**src/rtl/hazard_forward_unit.sv**
```systemverilog
// ID-stage operand bypass resolver and load-use stall sequencer for the 5-stage core.
// Latency: forward_sel 1 cycle (ID -> EX), stall/bubble/id_rf_bypass same cycle; no backpressure input, stall is the backpressure out.
module hazard_forward_unit #(
  parameter int REG_ADDR_W  = 5,
  parameter int NUM_SRC     = 2,
  parameter int LOAD_LAT    = 1,
  parameter int ZERO_REG_EN = 1,
  parameter int CNT_W       = 16
) (
  input  logic                          clk,
  input  logic                          reset,
  input  logic                          id_valid,
  input  logic [NUM_SRC*REG_ADDR_W-1:0] id_src_addr,
  input  logic [NUM_SRC-1:0]            id_src_used,
  input  logic                          ex_reg_write,
  input  logic                          ex_mem_read,
  input  logic [REG_ADDR_W-1:0]         ex_write_register,
  input  logic                          me_reg_write,
  input  logic [REG_ADDR_W-1:0]         me_write_register,
  input  logic                          wb_reg_write,
  input  logic [REG_ADDR_W-1:0]         wb_write_register,
  input  logic                          flush,
  output logic                          stall,
  output logic                          bubble,
  output logic [2*NUM_SRC-1:0]          forward_sel,
  output logic [NUM_SRC-1:0]            id_rf_bypass,
  output logic [CNT_W-1:0]              stall_cycles
);

  typedef enum logic {ST_RUN, ST_STALL} state_t;

  localparam logic [2:0]       CNT_INIT = 3'(LOAD_LAT - 1);
  localparam logic [CNT_W-1:0] CNT_ONE  = 1;

  state_t                 state, state_d;
  logic [2:0]             cnt, cnt_d;
  logic                   stall_i;
  logic                   hazard;
  logic [NUM_SRC-1:0]     m_ex, m_me, byp_raw;
  logic [2*NUM_SRC-1:0]   fsel_d;

  // Register 0 never carries a real dependency when it is hardwired.
  function automatic logic dest_ok(input logic [REG_ADDR_W-1:0] d);
    return (ZERO_REG_EN == 0) || (d != '0);
  endfunction

  always_comb begin
    m_ex    = '0;
    m_me    = '0;
    byp_raw = '0;
    fsel_d  = '0;
    for (int k = 0; k < NUM_SRC; k++) begin
      m_ex[k] = id_valid && id_src_used[k] && ex_reg_write && dest_ok(ex_write_register) &&
                (ex_write_register == id_src_addr[k*REG_ADDR_W +: REG_ADDR_W]);
      m_me[k] = id_valid && id_src_used[k] && me_reg_write && dest_ok(me_write_register) &&
                (me_write_register == id_src_addr[k*REG_ADDR_W +: REG_ADDR_W]);
      byp_raw[k] = id_src_used[k] && wb_reg_write && dest_ok(wb_write_register) &&
                   (wb_write_register == id_src_addr[k*REG_ADDR_W +: REG_ADDR_W]);
      // A load in ID/EX has no data yet; that case is a hazard, never 10.
      if (m_ex[k] && !ex_mem_read) begin
        fsel_d[2*k +: 2] = 2'b10;
      end else if (m_me[k]) begin
        fsel_d[2*k +: 2] = 2'b01;
      end
    end
  end

  assign hazard = ex_mem_read && (|m_ex);

  always_comb begin
    state_d = state;
    cnt_d   = cnt;
    stall_i = 1'b0;
    if (flush) begin
      state_d = ST_RUN;
      cnt_d   = '0;
    end else begin
      case (state)
        ST_RUN: begin
          if (hazard) begin
            stall_i = 1'b1;
            if (LOAD_LAT > 1) begin
              state_d = ST_STALL;
              cnt_d   = CNT_INIT;
            end
          end
        end
        ST_STALL: begin
          stall_i = 1'b1;
          if (cnt <= 3'd1) begin
            state_d = ST_RUN;
            cnt_d   = '0;
          end else begin
            cnt_d = cnt - 3'd1;
          end
        end
        default: begin
          state_d = ST_RUN;
          cnt_d   = '0;
        end
      endcase
    end
  end

  // Outputs are forced quiet while reset is held, even with a live hazard on the inputs.
  assign stall        = stall_i && reset;
  assign bubble       = stall_i && reset;
  assign id_rf_bypass = byp_raw & {NUM_SRC{reset}};

  always_ff @(posedge clk or negedge reset) begin
    if (!reset) begin
      state        <= ST_RUN;
      cnt          <= '0;
      forward_sel  <= '0;
      stall_cycles <= '0;
    end else begin
      state <= state_d;
      cnt   <= cnt_d;
      if (stall_i || flush || !id_valid) begin
        forward_sel <= '0;
      end else begin
        forward_sel <= fsel_d;
      end
      if (stall_i && (stall_cycles != '1)) begin
        stall_cycles <= stall_cycles + CNT_ONE;
      end
    end
  end

endmodule

```
**config.mk**
```make
export PLATFORM = sky130hd
export DESIGN_NAME = hazard_forward_unit
export DESIGN_NICKNAME = d
export VERILOG_FILES = /design/src/rtl/hazard_forward_unit.sv
export SDC_FILE = /design/constraint.sdc
export NUM_CORES = 1
export LEC_CHECK = 0
export CORE_MARGIN = 3
export CORE_UTILIZATION = 40
export DETAILED_ROUTE_END_ITERATION = 10
export DONT_BUFFER_PORTS = 1
export PLACE_DENSITY_LB_ADDON = 0.1
export SYNTH_ARGS = -nofsm -noshare
export SYNTH_HDL_FRONTEND = slang
export SYNTH_SLANG_ARGS = --single-unit
```
**constraint.sdc**
```tcl
create_clock -name clk -period 2 [get_ports clk]
set_input_delay 0.4 -clock clk [delete_from_list [all_inputs] [get_ports clk]]
set_output_delay 0.4 -clock clk [all_outputs]
set_load 0.05 [all_outputs]
```
# [After elaboration in Yosys (flattened, before gate mapping)]
# Cells that the tools add are included.
# W data, S select, Z words.
[classes] add_sub_neg=2 order_cmp=1 n_eq_ne=7 n_mux=14 bitwise_logic=2 reduce_logical=34
[ops] cell="$eq A5 B5 Y1" count=6
[ops] cell="$logic_and A1 B1 Y1" count=25
[ops] cell="$add A16 B1 Y16 const B" count=1
[ops] cell="$ne A16 B16 Y1 const B" count=1
[ops] cell="$reduce_bool A5 Y1" count=3
[ops] cell="$mux W3" count=3
[ops] cell="$mux W1" count=7
[ops] cell="$mux W2" count=2
[ops] cell="$mux W4" count=1
[ops] cell="$le A3 B1 Y1 const B" count=1
[ops] cell="$sub A3 B1 Y3 const B" count=1
[ops] cell="$and A2 B2 Y2" count=1
[ops] cell="$logic_not A1 Y1" count=2
[ops] cell="$logic_or A1 B1 Y1" count=2
[ops] cell="$pmux W1 S2" count=1
[ops] cell="$reduce_bool A2 Y1" count=1
[ops] cell="$reduce_or A2 Y1" count=1
[ops] cell="$not A1 Y1" count=1
[word_totals] reg_bits=24 output_inout_bits=24 wordCells=64

# [Longest topological paths before layout]
# Gate-level depths: netlist of run 1.
[logic_depth] word_depth=12 mapped_depth=7 mapped_depth_nobuf=7

# [Worst setup path before layout of run 1]
# Ideal clock, no wire load.
[synth_path] path_kind="input to output" from="input id_src_addr[6]" to="output stall" arrival_ns=2.787 required_ns=1.600 slack_ns=-1.187 cell_stages=7 cell_sequence="xor2_1 > nor4_1 > and3_1 > buf_6 > o21ai_4 > a21boi_0 > buf_4"
[synth_via] elab_chain_len=8
[synth_rtl] element="from (decl)" line="13" source="input logic [NUM_SRC*REG_ADDR_W-1:0] id_src_addr,"
[synth_rtl] element="$eq A5 B5 Y1" line="54" source="(ex_write_register == id_src_addr[k*REG_ADDR_W +: REG_ADDR_W]);"
[synth_rtl] element="$logic_and A1 B1 Y1" line="53" source="m_ex[k] = id_valid && id_src_used[k] && ex_reg_write && dest_ok(ex_write_register) &&"
[synth_rtl] element="$reduce_or A2 Y1" line="68" source="assign hazard = ex_mem_read && (|m_ex);"
[synth_rtl] element="$logic_and A1 B1 Y1" line="68"
[synth_rtl] element="$mux W1" line="80" source="if (hazard) begin"
[synth_rtl] element="$pmux W1 S2" line="78" source="case (state)"
[synth_rtl] element="$mux W1" line="74" source="if (flush) begin"
[synth_rtl] element="$logic_and A1 B1 Y1"
[synth_rtl] element="to (decl)" line="23" source="output logic stall,"
# Every way passes these cells.

# [Final worst setup path of run 1]
[layout_path] from="input ex_write_register[1]" to="output stall"
[layout_via] elab_chain_len=9 word_cells_on_any_way=13
[layout_rtl] element="from (decl)" line="17" source="input logic [REG_ADDR_W-1:0] ex_write_register,"
[layout_rtl] element="$reduce_bool A5 Y1" line="44" source="return (ZERO_REG_EN == 0) || (d != '0);"
[layout_rtl] element="$logic_and A1 B1 Y1 (2 in a row)" line="53"
[layout_rtl] element="$reduce_or A2 Y1 (*)" line="68"
[layout_rtl] element="$logic_and A1 B1 Y1 (*)" line="68"
[layout_rtl] element="$mux W1 (*)" line="80"
[layout_rtl] element="$pmux W1 S2 (*)" line="78"
[layout_rtl] element="$mux W1 (*)" line="74"
[layout_rtl] element="$logic_and A1 B1 Y1 (*)"
# Mark *: on every way between the ends. The rest lies on a longest branch, timed or not.

==> impl_results.md, run 1 <==
- Status: complete, but fails checks
- Failing checks: setup timing
- R2R Path Start: stall_cycles[4]
- Gate power share: 0.126
- Distinct cells, synth: 35
- Post-route cell area: between 2000 and 2500 sq um
- Initial drt markers: 63
- MaxCap Viol Count: 0
- Seq/Total Area, Yosys: 0.3579
- TritonCTS buffer count: 3
- Final ANT Viol Nets: 0
- CP Data Arrival Time: 1.61 ns
- Worst-path fanout max: 3
- Net count after synthesis: 209
- # IOs: ~60
- Die width: 70.77 microns
- Lkg Pwr: about 0.90 nW
- Worst slew margin: 0.6959
- CTS Buffer Depth: 2
- Largest net degree at the start of global routing: 25
- Clk_skew: between 0.0015 and 0.002 ns
- IR drop worst, VDD: 255.4 uV
- GR Overflow Total: 0
- Wirelength per Cell: around 17 microns
- Type of element capturing the critical path: output port
- Required @ worst endpoint: roughly 1.6 ns
- Via count: 1372
- Register bit total from synthesis: 24
- Fmax: 497.2 MHz
- Final core occ: 0.5289
- # clock sinks: 24
- Critical Path Source: ex_write_register[1]
- Final Slew Violations: 0
- DRT Pass-1 Iters: 4
- Final WL: 4.205 mm
- Initial antenna violation count: 0
- Tightest Pin Transition: ~0.46 ns
- Fill count: between 300 and 400
- Fin nets: 238
- Sw Ratio: 0.2262
- Int Pwr: between 0.7 and 0.8 mW
- Critical path launch point type: input pin
- DP HPWL: roughly 3.3 mm
- HP Start: id_src_used[0]
- Finish-stage setup viols: 2
- Synth Warn #: 0
- Setup TNS Final: -0.02247 ns
- Root buf cell: clkbuf_8
- Share of layout cells above drive strength 1: 0.2965
- DRC viols: 0
- First-pass GRT wire length: 6.817 mm
- Period utilization: 1.006
- Starting Density: 0.4354
- Avg Inst Size Synth: approximately 9.8 sq um
- Vias/cell: ~5.6
- Post-layout min period: between 2 and 2.5 ns
- RSZ-0062 raised after global routing: yes
- Insertion delay to the later sink of the worst-skew pair: between 0.2 and 0.3 ns
- CTS clk-pin slew, worst paths: about 0.080 ns
- GRT Total Usage: 0.1659
- CTS tree: done
- Ant diodes: 0
- Final hold violations: 0
- Clock power frac: 0.348
- Syn Inst Count: 171
- Final Instance Count excl. Fillers: ~250
- WS Path Type: in2out
- HP Class: in2reg
- Sequential power share: 0.526
- CTS HTree Levels: 1
- GP Congestion: around 0.85
- P_sw: 0.2111 mW
- Power Density: 457.9 nW/um^2
- Vias in the first global route: roughly 1500
- Placed Area: 1924 sq um
- Final worst slack: -0.01124 ns
- Placed cell count: about 240
- Core region area: 3854 sq um
- Die height: 70.77 microns
- Area Growth Syn to Fin: 21.48%
- Post-Syn Area: 1678 sq um
- Row count: 22
- IO Port Bufs: 0
- Total power: about 0.93 mW
- DIE AREA: between 5000 and 6000 sq um
[path summary, 6_finish.rpt]
check / slack [ns] / end / cells past startpoint
min in group asynchronous: 0.56 / stall_cycles[12] / 2
worst max register to register: 0.19 / stall_cycles[1] / 6
worst max-delay path: -0.01 / stall / 6
worst min-delay path: 0.29 / forward_sel[0] / 2
worst min register to register: 0.49 / cnt[2] / 1
max in group asynchronous: 1.29 / stall_cycles[2] / 2
[layer usage]
| metal | global-route usage | up-vias | wire, microns |
|---|---|---|---|
| met5 | 0 | - | 0 |
| met4 | 0.03340 | 0 | 30 |
| met3 | 0.06392 | 2 | 414 |
| met2 | 0.2863 | 55 | 2157 |
| met1 | 0.1966 | 658 | 1603 |
| li1 | - | 657 | - |
[cell usage after synthesis (all sizes together)]
library cell / number / area share
nand2: 15 / 0.038
buf: 4 / 0.020
or4: 2 / 0.011
and4: 3 / 0.016
and3: 4 / 0.018
a21oi: 11 / 0.035
xnor2: 14 / 0.073
nand3: 9 / 0.027
xor2: 29 / 0.15
dfrtp: 24 / 0.36
o2111ai: 1 / 0.0089
nor4: 4 / 0.015
a21boi: 1 / 0.0045
o211ai: 3 / 0.016
nor3: 3 / 0.0089
a211oi: 8 / 0.054
nand4: 7 / 0.026
ha: 3 / 0.022
nor2: 7 / 0.017
mux2: 2 / 0.018
and2: 1 / 0.0037
or2b: 2 / 0.010
inv: 6 / 0.013
o21ai: 6 / 0.025
nor2b: 1 / 0.0037
mux2i: 1 / 0.0060
[timing repair]
action | CTS | global route
endpoints found under the hold margin | 24 | 0
resized for setup | 1 | 2
pin swaps | 0 | 1
hold buffers | 2 | 0
buffers inserted | 0 | 2
endpoints found under the setup margin | 2 | 2
[through the flow]
stage / hold WS, ns / setup WS [ns]
after floorplan: 0.1044 / -0.1896
after global placement: 0.1050 / 0.008040
after detailed placement: 0.1052 / -0.01845
after CTS: 0.2834 / 0.002016
after global routing: 0.2787 / -0.03751
final: 0.2900 / -0.01124
[layout make-up]
type	instances	area (sq um)	share of cell area
Multi-Input combinational cell	137	1056	0.5181
Sequential cell	24	606.8	0.2977
Timing Repair Buffer	28	237.7	0.1166
Tap cell	48	60.06	0.02947
Clock buffer	4	55.05	0.02701
Inverter	6	22.52	0.01105
[critical path: stages]
cell       delay (ns)
or4_4            0.54
o2111ai_4        0.23
nor2_2           0.09
o21ai_4          0.09
a21boi_4         0.09
buf_12           0.17
[logic make-up (layout without fill, tap and decap cells)]
group | Yosys count | after routing | synth area share
AND/OR/NAND/NOR | 58 | 58 | 0.1946
buffers and inverters | 10 | 38 | 0.03355
adder cells (fa/ha/maj) | 3 | 3 | 0.02237
flip-flops | 24 | 24 | 0.3579
multiplexers | 3 | 3 | 0.02386
AO/OA/AOI/OAI | 30 | 30 | 0.1432
XOR/XNOR | 43 | 43 | 0.2245
[power groups by stage]
| stage | clock network, mW | logic (mW) | registers (mW) |
|---|---|---|---|
| after global placement | 0 | 0.0986 | 0.500 |
| after floorplan | 0 | 0.0701 | 0.515 |
| after CTS | 0.346 | 0.118 | 0.491 |
| after global routing | 0.364 | 0.130 | 0.491 |
| final | 0.324 | 0.118 | 0.491 |
| after detailed placement | 0 | 0.101 | 0.501 |
[registers in the layout, summed over array words and instances, names as in the netlist]
| register | flops |
|---|---|
| stall_cycles | 16 |
| state | 1 |
| forward_sel | 4 |
| cnt | 3 |
[placed cells by master, fill, tap and decap left out, drive strengths merged]
| cell type | Yosys | final |
|---|---|---|
| or4 | 2 | 2 |
| and4 | 3 | 3 |
| a211oi | 8 | 8 |
| inv | 6 | 6 |
| mux2i | 1 | 1 |
| and3 | 4 | 4 |
| nand3 | 9 | 9 |
| mux2 | 2 | 2 |
| a21oi | 11 | 11 |
| nor4 | 4 | 4 |
| nor2 | 7 | 7 |
| xnor2 | 14 | 14 |
| o2111ai | 1 | 1 |
| nand4 | 7 | 7 |
| o21ai | 6 | 6 |
| or2b | 2 | 2 |
| nor3 | 3 | 3 |
| buf | 4 | 27 |
| a21boi | 1 | 1 |
| o211ai | 3 | 3 |
| clkbuf | 0 | 4 |
| and2 | 1 | 1 |
| ha | 3 | 3 |
| nor2b | 1 | 1 |
| dfrtp | 24 | 24 |
| dlygate4sd3 | 0 | 1 |
| nand2 | 15 | 15 |
| xor2 | 29 | 29 |
Note: power is estimated with default switching activity, not from simulation.
==> run 2: changes to the inputs <==
Settings changed: GPL_ROUTABILITY_DRIVEN set to 0.
==> results of run 2 <==
No change in the layout: final DEF, timing and power equal those of run 1.
